`src/rtl/ex_mem_stage.sv`:
```
// ex_mem_stage: EX->MEM pipeline register with valid/ready handshake and a
//   2-entry (main + skid) buffer. Latency 1 cycle from accept to out_valid.
//   Backpressure: in_ready is registered (!skidValid), so a MEM stall reaches EX one cycle later.
// Ports: clk/rst (sync, active-low); in_valid/in_ready + in_alu_result/in_r2/in_dest/in_ctrl
//   from EX; out_valid/out_ready + out_* to MEM; flush squashes both entries.
// Optional: define EX_MEM_STALL_CNT_EN to add the saturating stall_cnt output.
module ex_mem_stage #(
  parameter int DATA_W = 8,
  parameter int DEST_W = 3,
  parameter int CTRL_W = 3,
  parameter int CNT_W  = 16
) (
  input  logic              clk,
  input  logic              rst,
  input  logic              in_valid,
  output logic              in_ready,
  input  logic [DATA_W-1:0] in_alu_result,
  input  logic [DATA_W-1:0] in_r2,
  input  logic [DEST_W-1:0] in_dest,
  input  logic [CTRL_W-1:0] in_ctrl,
  input  logic              flush,
  output logic              out_valid,
  input  logic              out_ready,
  output logic [DATA_W-1:0] out_alu_result,
  output logic [DATA_W-1:0] out_r2,
  output logic [DEST_W-1:0] out_dest,
  output logic [CTRL_W-1:0] out_ctrl
`ifdef EX_MEM_STALL_CNT_EN
  ,
  output logic [CNT_W-1:0]  stall_cnt
`endif
);

  typedef struct packed {
    logic [DATA_W-1:0] alu;
    logic [DATA_W-1:0] r2;
    logic [DEST_W-1:0] dest;
    logic [CTRL_W-1:0] ctrl;
  } entryT;

  entryT mainQ, mainNext, skidQ, skidNext, inEntry;
  logic  mainValid, mainValidNext;
  logic  skidValid, skidValidNext;
  logic  readyQ;
  logic  accept;

  assign inEntry = '{alu: in_alu_result, r2: in_r2, dest: in_dest, ctrl: in_ctrl};

  // readyQ is the registered ready; gating with rst keeps EX from seeing a
  // stale 1 while reset is held, before the first reset edge lands.
  assign in_ready = readyQ & rst;
  assign accept   = in_valid & in_ready;

  always_comb begin
    mainNext      = mainQ;
    skidNext      = skidQ;
    mainValidNext = mainValid;
    skidValidNext = skidValid;
    if (flush) begin
      // Any same-cycle accept is dropped along with the held entries.
      mainValidNext = 1'b0;
      skidValidNext = 1'b0;
    end else if (!mainValid || out_ready) begin
      // Main slot frees up this cycle: refill it, oldest entry first.
      if (skidValid) begin
        mainNext      = skidQ;
        mainValidNext = 1'b1;
        skidValidNext = accept;
        if (accept) skidNext = inEntry;
      end else if (accept) begin
        mainNext      = inEntry;
        mainValidNext = 1'b1;
      end else begin
        mainValidNext = 1'b0;
      end
    end else if (accept) begin
      // Main is stalled: park the in-flight transfer in the skid slot.
      skidNext      = inEntry;
      skidValidNext = 1'b1;
    end
  end

  always_ff @(posedge clk) begin
    if (!rst) begin
      mainQ     <= '0;
      skidQ     <= '0;
      mainValid <= 1'b0;
      skidValid <= 1'b0;
      readyQ    <= 1'b0;
    end else begin
      mainQ     <= mainNext;
      skidQ     <= skidNext;
      mainValid <= mainValidNext;
      skidValid <= skidValidNext;
      readyQ    <= !skidValidNext;
    end
  end

  assign out_valid      = mainValid;
  assign out_alu_result = mainQ.alu;
  assign out_r2         = mainQ.r2;
  assign out_dest       = mainQ.dest;
  // Bubbles must never write the register file or memory.
  assign out_ctrl       = mainValid ? mainQ.ctrl : '0;

`ifdef EX_MEM_STALL_CNT_EN
  logic [CNT_W-1:0] stallCnt;

  // Cleared only by reset; flush leaves the count alone.
  always_ff @(posedge clk) begin
    if (!rst) begin
      stallCnt <= '0;
    end else if (mainValid && !out_ready && stallCnt != '1) begin
      stallCnt <= stallCnt + CNT_W'(1);
    end
  end

  assign stall_cnt = stallCnt;
`else
  logic unusedCntW;
  assign unusedCntW = |CNT_W;
`endif

endmodule

```
`config.mk`:
```
export PLATFORM = sky130hd
export DESIGN_NAME = ex_mem_stage
export DESIGN_NICKNAME = d
export VERILOG_FILES = /design/src/rtl/ex_mem_stage.sv
export SDC_FILE = /design/constraint.sdc
export NUM_CORES = 1
export LEC_CHECK = 0
export CAP_MARGIN = 40
export CORE_UTILIZATION = 45
export CTS_BUF_LIST = sky130_fd_sc_hd__clkbuf_8 sky130_fd_sc_hd__clkbuf_16
export CTS_CLUSTER_SIZE = 10
export DETAILED_ROUTE_END_ITERATION = 10
export PLACE_DENSITY = 0.76
export SYNTH_ARGS = -nofsm -noshare
export SYNTH_HDL_FRONTEND = slang
export SYNTH_SLANG_ARGS = --single-unit
```
`constraint.sdc`:
```
create_clock -name clk -period 1.7 [get_ports clk]
set_clock_uncertainty 0.2 [all_clocks]
set_input_delay 0.51 -clock clk [delete_from_list [all_inputs] [get_ports clk]]
set_output_delay 0.51 -clock clk [all_outputs]
set_load 0.02 [all_outputs]
```
==> impl_metrics.toml <==
[logic_synthesis]
synth_area_um2 = 2190
synth_top_area_share_pct = 42.9
synth_seq_area_share_pct = 42.9
syn_inst = 207
synth_warnings = 0
synth-seq-cells = 47
synth_area_leaders = "dfxtp_1 43%, mux2i_1 20%, o211a_1 10%, buf_4 6.5%, nor2b_1 6.3%"
yosysTopAreaCell = "dfxtp_1"
synthesis.nets = 234
synth_cell_types = 22
syn_avg_cell_area_um2 = 10.6

[sta]
fin_crit_sh_pct = 102
setup_viol = 13
max_slew.worst_pin.slew_ns = 0.401
fmax_mhz = 578
report.final.slew_viol_count = 0
period_minus_slack_ns = 1.73
grt_setup_unrepaired = "yes"
slew_headroom_pct = 73.3
worst_slack_ns = -0.0295
finalHoldViolations = 0

[clock_tree]
clock_sinks = 47
path_clk_slew_ns = 0.08
ctsHtreeMaxLevel = 2
cts_buffers = 5
cts_buffer_depth = 2
hold_buffers = 0
cts-root-buf = "clkbuf_8"
clk_latency_ns = 0.29
cts_tree = "built"

[die]
die_w_um = 71.8
die_y_um = 71.8
num_rows = 25
ios = 51
core-area_um2 = 4690
start_util_pct = 46.7
dieArea_um2 = 5150

[place]
place_area_um2 = 2620
dp_hpwl_um = 2570
routabilityCongestion = 0.720
port_buffers = 50

[power]
power_mw = 2.08
ir_worst_vdd_mv = 0.431
power_leakage_nw = 1.50
power.density_nw_per_um2 = 711

[detailed_routing]
drt_wl_total_um = 4260
drtAntennaViolNets = 0
drc_errors = 0
num_vias = 1548
routed_via_density = 4.98
drt_pass1_iterations = 4
wl_per_cell_um = 13.7
drt_iter0_drc = 44

[run_status]
violations = "negative setup slack"
status = "finished, violations left"

[setup_path]
path_max_fanout = 5
cp-start-kind = "flop"
path_class = "flop to flop"
reg2reg_slack_ns = -0.03
crit_path_end_kind = "flop"
worstPathArrival_ns = 1.77
worstPathRequired_ns = 1.74

[finish]
final_area_um2 = 2930
layout-drive-gt1-share_pct = 26.5
nFillCells = 399
layout_common_cells = "45 x dfxtp_1, 44 x mux2i_1, 22 x nor2b_1, 22 x o211a_1, 22 x clkdlybuf4s50_1"
post-route-util_pct = 62.5
antennaDiodeCount = 0
areaGrowthSynthToFinish_pct = 33.8
nets = 283
layout_commonest_cell = "dfxtp_1"

[global_routing]
grt_use_total_pct = 16.8
grt_max_degree = 46
grt_pass1_vias = 1432
grt-ovfl-total = 0
grt_first_pass_wirelength_um = 6610
antenna_found_initial = 0

[worst_hold_path]
hp-class = "flop to flop"

[job]
maxCapViolCount = 0
flip-flops by register name (all words and copies together), names as in the netlist:
name and count:
out_r2 8, readyQ 1, mainQ 3, out_valid 1
out_dest 3, skidQ 22, out_alu_result 8, skidValid 1
cell type report:
type	instances	area [µm²]	share of cell area, %
Inverter	1	3.75	0.128
Timing Repair Buffer	76	753	25.7
Tap cell	54	67.6	2.31
Clock inverter	1	3.75	0.128
Sequential cell	47	946	32.3
Multi-Input combinational cell	125	1060	36.2
Clock buffer	7	96.3	3.29
cells by family after synthesis:
logic type      Yosys count  share of synthesized area (%)
compound gates           26                           11.3
buf+inv                  35                           11.8
fa+ha+maj                 1                          0.457
flops                    47                           42.9
mux                      44                           20.1
simple gates             54                           13.4
through the flow:
step                TNS (ns)  hold slack, ns  cells  setup WS (ns)
floorplan                  0           0.264    207         0.0136
global placement      -23.34           0.271    291         -0.714
detailed placement    -24.03           0.279    291         -0.713
CTS                   -0.541           0.298    308        -0.0808
global route           -1.61           0.306    311        -0.0967
finish                -0.229           0.297    311        -0.0295
repair_timing:
action / CTS / global route
resized for setup: 73 / 49
pin swaps: 3 / 3
buffers inserted: 6 / 1
cloned: 3 / 2
endpoints found under the setup margin: 69 / 66
Yosys cell counts:
master and instances:
inv_1 1, nor2_1 1, buf_12 2, buf_6 2, nor2b_1 22, a31oi_1 1
a21oi_1 1, buf_4 19, buf_2 6, o21a_1 1, nand2_1 23, and2b_2 1
nor3_4 1, mux2i_1 44, clkbuf_1 5, maj3_1 1, a211o_1 1, and2_1 1
o211a_1 22, dfxtp_1 47, and2_2 3, nand2b_1 2
power by group:
group | total [mW] | switching, mW | internal (mW)
logic | 0.236 | 0.100 | 0.136
clock network | 0.716 | 0.350 | 0.366
registers | 1.13 | 0.0112 | 1.12
total | 2.08 | 0.462 | 1.62
final timing paths:
check,from,to,cells after the start
max,out_valid$_SDFFE_PP0N_,out_r2[5]$_SDFFE_PN0P_,8
min,mainQ[0]$_SDFFE_PN0P_,mainQ[0]$_SDFFE_PN0P_,1
max reg2reg,out_valid$_SDFFE_PP0N_,out_r2[5]$_SDFFE_PN0P_,8
min reg2reg,mainQ[0]$_SDFFE_PN0P_,mainQ[0]$_SDFFE_PN0P_,1
per-layer routing:
layer,GRT usage [%],wire length (µm),up-vias
li1,-,-,790
met1,20.4,2020,719
met2,28.8,2060,37
met3,4.64,169,2
met4,5.23,14,0
met5,0,0,-
worst max-delay path, stage by stage, from the launching register on:
cell	delay (ns)
dfxtp_4	0.35
buf_6	0.12
buf_6	0.11
and2b_2	0.20
nor3_4	0.20
buf_6	0.16
buf_6	0.10
buf_6	0.11
o211a_1	0.13
(Power assumes the default switching activity.)
